File: config.mk
export PLATFORM = sky130hd
export DESIGN_NAME = clk_reset_seq
export DESIGN_NICKNAME = d
export VERILOG_FILES = /design/src/rtl/clk_reset_seq_pkg.sv /design/src/rtl/clk_reset_seq_sync_debounce.sv /design/src/rtl/clk_reset_seq.sv
export SDC_FILE = /design/constraint.sdc
export NUM_CORES = 1
export LEC_CHECK = 0
export ABC_AREA = 1
export BUFFER_PORTS_ARGS = -buffer_cell sky130_fd_sc_hd__buf_4
export CAP_MARGIN = 15
export CORE_AREA = 2 2 110 112
export DETAILED_ROUTE_END_ITERATION = 7
export DIE_AREA = 0 0 112 114
export PLACE_DENSITY = 0.4
export RECOVER_POWER = 100
export SYNTH_ARGS = -nofsm -noshare
export SYNTH_HDL_FRONTEND = slang
export SYNTH_SLANG_ARGS = --single-unit
export TNS_END_PERCENT = 5
File: constraint.sdc
create_clock -name clock -period 1.96 [get_ports clock]
set_clock_uncertainty 0.05 [all_clocks]
set_input_delay 0 -clock clock [delete_from_list [all_inputs] [get_ports clock]]
set_output_delay 0 -clock clock [all_outputs]
set_load 0.02 [all_outputs]
File: src/rtl/clk_reset_seq_pkg.sv
// ---------------------------------------------------------------------------
// clk_reset_seq_pkg
//
// Shared definitions for the post-PLL reset sequencer:
//   - seq_state_e  : sequencer state encoding (HOLD, FILTER, RELEASE, RUN)
//   - DEF_*        : default values for the sequencer parameters
//   - LOSS_CNT_W   : width of the saturating lock-loss debug counter
//   - cntWidth()   : width needed to hold the values 0..maxVal
//   - satInc()     : saturating increment for the lock-loss counter
// ---------------------------------------------------------------------------
package clk_reset_seq_pkg;

  // The sequencer walks HOLD -> FILTER -> RELEASE -> RUN.
  // Any fault sends it straight back to HOLD.
  typedef enum logic [1:0] {
    HOLD    = 2'd0,
    FILTER  = 2'd1,
    RELEASE = 2'd2,
    RUN     = 2'd3
  } seq_state_e;

  // Default parameter values, sized for real board timing.
  localparam int unsigned DEF_STAGES      = 3;
  localparam int unsigned DEF_LOCK_FILTER = 1024;
  localparam int unsigned DEF_STAGE_DELAY = 4096;
  localparam int unsigned DEF_DEBOUNCE    = 65536;

  // The lock-loss counter is a fixed 8-bit debug register.
  localparam int unsigned LOSS_CNT_W = 8;
  typedef logic [LOSS_CNT_W-1:0] loss_cnt_t;

  // Counter widths are $clog2(max+1), with a floor of one bit so that
  // degenerate parameter values never produce a zero-width vector.
  function automatic int unsigned cntWidth(input int unsigned maxVal);
    return (maxVal < 1) ? 1 : $clog2(maxVal + 1);
  endfunction

  // Increment that sticks at all-ones instead of wrapping.
  function automatic loss_cnt_t satInc(input loss_cnt_t value);
    return (value == '1) ? value : value + 1'b1;
  endfunction

endpackage : clk_reset_seq_pkg

File: src/rtl/clk_reset_seq_sync_debounce.sv
// ---------------------------------------------------------------------------
// clk_reset_seq_sync_debounce
//
// Two-flop synchroniser for an asynchronous level, optionally followed by a
// symmetric debounce filter.
//
// With DEBOUNCE = 0 the filter is bypassed and level_o is the synchroniser
// output (two edges of latency).
// With DEBOUNCE > 0 level_o only changes after the synchronised input has
// disagreed with it for DEBOUNCE consecutive cycles; any agreeing sample
// restarts the count. Both directions use the same count.
//
// Parameters:
//   DEBOUNCE   : consecutive disagreeing samples needed to flip level_o
//                (0 = no filtering)
//
// Ports:
//   clock_i    in  1  sampling clock
//   reset_n_i  in  1  asynchronous active-low reset
//   async_i    in  1  asynchronous input level
//   level_o    out 1  synchronised (and optionally debounced) level
//
// Reset state: synchroniser flops 0; the debounced level resets to 1, which
// is the idle level of the active-low inputs this block serves.
// ---------------------------------------------------------------------------
module clk_reset_seq_sync_debounce
  import clk_reset_seq_pkg::*;
#(
  parameter int unsigned DEBOUNCE = DEF_DEBOUNCE
) (
  input  logic clock_i,
  input  logic reset_n_i,
  input  logic async_i,
  output logic level_o
);

  // Bit 0 is the metastability-catching flop, bit 1 the usable sample.
  logic [1:0] syncChain_q;

  // Plain two-flop synchroniser; shifting the raw input in each cycle.
  always_ff @(posedge clock_i or negedge reset_n_i) begin
    if (!reset_n_i) begin
      syncChain_q <= '0;
    end else begin
      syncChain_q <= {syncChain_q[0], async_i};
    end
  end

  generate
    if (DEBOUNCE == 0) begin : gBypass

      assign level_o = syncChain_q[1];

    end else begin : gDebounce

      localparam int unsigned CNT_W = cntWidth(DEBOUNCE);
      localparam logic [CNT_W-1:0] CNT_MAX = CNT_W'(DEBOUNCE - 1);

      logic [CNT_W-1:0] stableCnt_q;
      logic [CNT_W-1:0] stableCnt_d;
      logic             level_q;
      logic             level_d;

      // Count samples that disagree with the current level. The count is
      // cleared by any agreeing sample and also when the level flips, so
      // the DEBOUNCE-th consecutive disagreeing sample is the one that
      // changes the output.
      always_comb begin
        level_d     = level_q;
        stableCnt_d = '0;
        if (syncChain_q[1] != level_q) begin
          if (stableCnt_q == CNT_MAX) begin
            level_d = ~level_q;
          end else begin
            stableCnt_d = stableCnt_q + 1'b1;
          end
        end
      end

      // Debounce state registers; the level starts at the idle (released)
      // value so a freshly reset button does not read as pressed.
      always_ff @(posedge clock_i or negedge reset_n_i) begin
        if (!reset_n_i) begin
          stableCnt_q <= '0;
          level_q     <= 1'b1;
        end else begin
          stableCnt_q <= stableCnt_d;
          level_q     <= level_d;
        end
      end

      assign level_o = level_q;

    end
  endgenerate

endmodule : clk_reset_seq_sync_debounce

File: src/rtl/clk_reset_seq.sv
// ---------------------------------------------------------------------------
// clk_reset_seq
//
// Reset sequencer placed directly after the board PLL. It waits for a
// filtered PLL lock with the user button released, then de-asserts the
// per-domain active-low resets one at a time (memory controller, video,
// CPU core). Any lock loss or debounced button press pulls every domain
// back into reset on the same edge and restarts the whole sequence.
//
// Parameters:
//   STAGES       : number of sequenced reset outputs (>= 1)
//   LOCK_FILTER  : consecutive clean cycles before sequencing starts
//   STAGE_DELAY  : cycles before stage 0 and between later stages
//   DEBOUNCE     : stable cycles for the button to change state
//
// Ports:
//   clock          in  1        PLL output clock
//   reset_n        in  1        asynchronous active-low reset
//   pll_locked     in  1        PLL lock, asynchronous
//   btn_n          in  1        user reset button, active-low, asynchronous
//   rst_n_out      out STAGES   per-stage active-low resets, bit 0 first
//   ready          out 1        all stages released
//   lock_loss_cnt  out 8        saturating count of lock-loss events
//
// Timing: with T0 the first edge at which HOLD sees no fault, stage k is
// released at T0 + LOCK_FILTER + (k+1)*STAGE_DELAY and ready rises with the
// last stage. All outputs come straight from flops.
// ---------------------------------------------------------------------------
module clk_reset_seq
  import clk_reset_seq_pkg::*;
#(
  parameter int unsigned STAGES      = DEF_STAGES,
  parameter int unsigned LOCK_FILTER = DEF_LOCK_FILTER,
  parameter int unsigned STAGE_DELAY = DEF_STAGE_DELAY,
  parameter int unsigned DEBOUNCE    = DEF_DEBOUNCE
) (
  input  logic                  clock,
  input  logic                  reset_n,
  input  logic                  pll_locked,
  input  logic                  btn_n,
  output logic [STAGES-1:0]     rst_n_out,
  output logic                  ready,
  output logic [LOSS_CNT_W-1:0] lock_loss_cnt
);

  localparam int unsigned FILT_W  = cntWidth(LOCK_FILTER);
  localparam int unsigned DELAY_W = cntWidth(STAGE_DELAY);
  localparam int unsigned IDX_W   = cntWidth(STAGES);

  localparam logic [FILT_W-1:0]  FILT_MAX  = FILT_W'(LOCK_FILTER - 1);
  localparam logic [DELAY_W-1:0] DELAY_MAX = DELAY_W'(STAGE_DELAY - 1);
  localparam logic [IDX_W-1:0]   LAST_IDX  = IDX_W'(STAGES - 1);

  logic lockedS;
  logic btnLevel;
  logic pressed;
  logic fault;

  seq_state_e         state_q;
  logic [FILT_W-1:0]  filtCnt_q;
  logic [DELAY_W-1:0] delayCnt_q;
  logic [IDX_W-1:0]   stageIdx_q;
  logic [STAGES-1:0]  rstN_q;
  logic               ready_q;
  logic [STAGES-1:0]  releaseMask;

  logic               lockedPrev_q;
  loss_cnt_t          lossCnt_q;
  loss_cnt_t          lossCnt_d;

  // The PLL lock only needs synchronising: the lock filter further down
  // already demands a long run of clean cycles.
  clk_reset_seq_sync_debounce #(
    .DEBOUNCE (0)
  ) uLockSync (
    .clock_i   (clock),
    .reset_n_i (reset_n),
    .async_i   (pll_locked),
    .level_o   (lockedS)
  );

  // The button is synchronised and debounced; its level resets to
  // "released" so pressed starts at 0.
  clk_reset_seq_sync_debounce #(
    .DEBOUNCE (DEBOUNCE)
  ) uBtnDebounce (
    .clock_i   (clock),
    .reset_n_i (reset_n),
    .async_i   (btn_n),
    .level_o   (btnLevel)
  );

  assign pressed = ~btnLevel;
  assign fault   = ~lockedS | pressed;

  // One-hot mask selecting the stage that the current RELEASE step frees.
  always_comb begin
    releaseMask = '0;
    for (int i = 0; i < STAGES; i++) begin
      if (stageIdx_q == IDX_W'(i)) begin
        releaseMask[i] = 1'b1;
      end
    end
  end

  // Sequencer FSM. A fault in any state drops every reset output and ready
  // on the same edge; release order is deliberately not mirrored on
  // assertion. In HOLD the outputs are already low, so the common fault
  // branch covers HOLD as well. No progress is kept across a fault.
  always_ff @(posedge clock or negedge reset_n) begin
    if (!reset_n) begin
      state_q    <= HOLD;
      filtCnt_q  <= '0;
      delayCnt_q <= '0;
      stageIdx_q <= '0;
      rstN_q     <= '0;
      ready_q    <= 1'b0;
    end else if (fault) begin
      state_q    <= HOLD;
      filtCnt_q  <= '0;
      delayCnt_q <= '0;
      stageIdx_q <= '0;
      rstN_q     <= '0;
      ready_q    <= 1'b0;
    end else begin
      case (state_q)
        HOLD: begin
          state_q   <= FILTER;
          filtCnt_q <= '0;
        end

        FILTER: begin
          if (filtCnt_q == FILT_MAX) begin
            state_q    <= RELEASE;
            delayCnt_q <= '0;
            stageIdx_q <= '0;
          end else begin
            filtCnt_q <= filtCnt_q + 1'b1;
          end
        end

        RELEASE: begin
          if (delayCnt_q == DELAY_MAX) begin
            rstN_q     <= rstN_q | releaseMask;
            delayCnt_q <= '0;
            stageIdx_q <= stageIdx_q + 1'b1;
            if (stageIdx_q == LAST_IDX) begin
              state_q <= RUN;
              ready_q <= 1'b1;
            end
          end else begin
            delayCnt_q <= delayCnt_q + 1'b1;
          end
        end

        RUN: begin
          state_q <= RUN;
        end

        default: begin
          state_q <= HOLD;
          rstN_q  <= '0;
          ready_q <= 1'b0;
        end
      endcase
    end
  end

  // A lock-loss event is a falling edge of the synchronised lock, counted
  // in every state, including one that coincides with a button press.
  always_comb begin
    lossCnt_d = lossCnt_q;
    if (lockedPrev_q && !lockedS) begin
      lossCnt_d = satInc(lossCnt_q);
    end
  end

  // Lock-loss history; only reset_n clears the counter.
  always_ff @(posedge clock or negedge reset_n) begin
    if (!reset_n) begin
      lockedPrev_q <= 1'b0;
      lossCnt_q    <= '0;
    end else begin
      lockedPrev_q <= lockedS;
      lossCnt_q    <= lossCnt_d;
    end
  end

  assign rst_n_out     = rstN_q;
  assign ready         = ready_q;
  assign lock_loss_cnt = lossCnt_q;

endmodule : clk_reset_seq

==> flow_metrics.tcl <==
set metrics [dict create \
    rr_endpoint "filtCnt_q[2]" \
    grt_max_degree 42 \
    power_w 0.00325 \
    place_worst_setup_slack_ns 0.241 \
    antenna_cells 0 \
    hold_end "uLockSync.syncChain_q[0]" \
    synthCells 423 \
    yosys.area_share.xor_xnor_pct 5.16 \
    clk_latency_ns 0.33 \
    reg2reg_from "uBtnDebounce.level_o" \
    rsz0062_at_grt "no" \
    cp.arrival_ns 1.89 \
    max_freq_mhz 576 \
    grt_pass1_vias 2714 \
    drv_slew 0 \
    grt_first_pass_wirelength_um 13000 \
    cts.sink_count 63 \
    setup_ws_ns 0.225 \
    synth_top_family_by_area "simple AND/OR/NAND/NOR gates" \
    drcViolationCount 0 \
    yosysUniqueCellTypes 31 \
    synthAdderAreaFrac_pct 2.58 \
    wl_per_cell_um 12.4 \
    cts.hold.buffers_added 3 \
    r2r_cells 7 \
    hp-class "in2reg" \
    cts_tree "yes" \
    postCtsSetupRepairBufs 0 \
    vias 2718 \
    syn2layout_area_growth_pct 16.6 \
    place_inst 587 \
    place.gp.congestion 0.765 \
    leakage_nw 1.82 \
    ioPinCount 16 \
    avgViaCountPerCell 4.49 \
    rrSetupSlack_ns 0.23 \
    clock_tree.root_cell "clkbuf_16" \
    startpoint_type "flip-flop" \
    core_mm2 0.0117 \
    crit_required_ns 2.12 \
    worstHoldStart "pll_locked" \
    worst_pin_slew_ns 1.15 \
    power.density_mw_per_mm2 821 \
    finalCritPeriodShare_pct 88.5 \
    vdd.ir_drop.worst_mv 0.436 \
    clk_path_buf_depth 2 \
    final_cells 606 \
    status "finished clean" \
    io_buffers 15 \
    relSlewSlack_pct 23.0 \
    cts_resized 0 \
    synthSimpleGateAreaFrac_pct 32.6 \
    numCtsBuffers 9 \
    crit_fanout 11 \
    synth.avg_cell_area_um2 8.03 \
    synth_compound_area_share_pct 6.34 \
    setup_tns_ns 0 \
    endpoint_kind "flip-flop" \
    finalHoldViolations 0 \
    gr-usage-all-layers_pct 12.9 \
    overflow 0 \
    critPathKind "reg2reg" \
    dr.pass1.iters 4 \
    setup_viol 0 \
    rows 40 \
    ys_ff_latch 63 \
    nets 465 \
    die-area_mm2 0.0128 \
    ys_warn_count 0 \
    drtAntennaViolNets 0 \
    drive_gt1_share_pct 9.15 \
    synth_fp_nets 434 \
    die_width_um 112 \
    die_h_um 114 \
    cts_max_level 3 \
    path_clk_slew_ns 0.05 \
    synthMuxAreaShare_pct 0 \
    routed_wirelength_um 7500 \
    cap_viol_max_count 0 \
    holdPathStages 2 \
    synth_sequential_area_ratio_pct 46.4 \
    grt_antenna_before_repair 0 \
    syn_area_mm2 0.00340 \
    hpwl_um 5320 \
    drtIter0Drc 89 \
    finalCriticalPeriod_ns 1.73 \
    start_util_pct 29.0 \
]
==> worst max-delay path by stage <==
stage / startpoint / endpoint / slack (ns)
global placement: delayCnt_q[0] / rst_n_out[2] / 0.24
CTS: delayCnt_q[0] / ready / 0.23
finish: uBtnDebounce.level_o / filtCnt_q[2] / 0.23
floorplan: lock_loss_cnt[0] / lock_loss_cnt[5] / 0.45
detailed placement: delayCnt_q[0] / delayCnt_q[11] / 0.24
global route: uBtnDebounce.gDebounce.stableCnt_q[0] / uBtnDebounce.gDebounce.stableCnt_q[7] / 0.05
==> cell families after synthesis <==
family	after synthesis
simple gates	236
flops	63
buf+inv	59
compound gates	38
xor+xnor	20
fa+ha+maj	7
==> cells in the mapped netlist (all sizes together) <==
master,instances,area (µm²)
nand2,115,462
o2111ai,3,26.3
a211oi,1,7.51
or2,2,12.5
xor2,13,114
nor2,63,308
nand3,32,170
nor3,3,15.0
dfstp,1,26.3
a21oi,7,35.0
ha,7,87.6
inv,54,203
nand4,18,119
buf,4,26.3
xnor2,7,61.3
nor3b,2,15.0
dfrtp,62,1550
clkinv,1,3.75
nand3b,1,7.51
o21ai,27,146
==> power by group <==
group | internal [W] | switching, W | total [W] | leakage (nW)
combinational | 0.0000917 | 0.000172 | 0.000264 | 0.831
clock | 0.000980 | 0.000578 | 0.00156 | 0.137
sequential | 0.00136 | 0.0000737 | 0.00143 | 0.857
==> sequential cells by signal, summed over array words and instances (netlist names) <==
name / flops
uBtnDebounce.level_o: 1
lock_loss_cnt: 8
ready: 1
rst_n_out: 3
uBtnDebounce.gDebounce.stableCnt_q: 17
stageIdx_q: 2
uBtnDebounce.syncChain_q: 2
state_q: 2
filtCnt_q: 11
delayCnt_q: 13
lockedPrev_q: 1
uLockSync.syncChain_q: 2
==> layout by cell type (no fill, tap or decap), types with 3 or more instances in the layout <==
cell type / count
dfrtp_1: 62
xor2_1: 13
a21oi_1: 7
nor2_2: 3
inv_1: 53
ha_1: 7
xnor2_1: 7
nor2_1: 53
nand2_1: 108
nor2_4: 6
buf_4: 4
o21ai_0: 26
clkbuf_16: 9
nand3_1: 32
dlygate4sd3_1: 3
clkbuf_1: 16
nand2_2: 6
nor3_1: 3
nand4_1: 18
o2111ai_1: 3
==> cell type report <==
class	count	area (µm²)
Clock inverter	4	47.5
Multi-Input combinational cell	301	1560
Fill cell	1275	7750
Timing Repair Buffer	24	149
Tap cell	147	184
Inverter	55	206
Clock buffer	12	236
Sequential cell	63	1580
==> routing by layer <==
metal / global-route usage, % / wire, µm / vias to the layer above
li1: - / - / 1413
met1: 16.3 / 3700 / 1275
met2: 20.9 / 3470 / 17
met3: 2.55 / 147 / 13
met4: 6.83 / 182 / 0
met5: 0 / 0 / -
==> metrics by stage <==
stage | hold slack, ns | utilization, % | cell area (µm²)
3_5_place_dp | 0.00188 | 31.8 | 3720
4_1_cts | 0.184 | 34.5 | 4040
2_1_floorplan | -0.346 | - | 3400
3_3_place_gp | 0.00485 | 31.8 | 3720
5_1_grt | 0.279 | 33.8 | 3960
6_report | 0.286 | 33.8 | 3960
==> critical path, stage by stage, from the launching register on <==
cell and delay (ns):
dfstp_1 0.61, nand2_4 0.15, nor2_4 0.15, nand2_1 0.15, nand2_2 0.21, inv_1 0.13, nand2_1 0.07, o21ai_0 0.07
No activity file was read; power rests on OpenSTA's default activity.
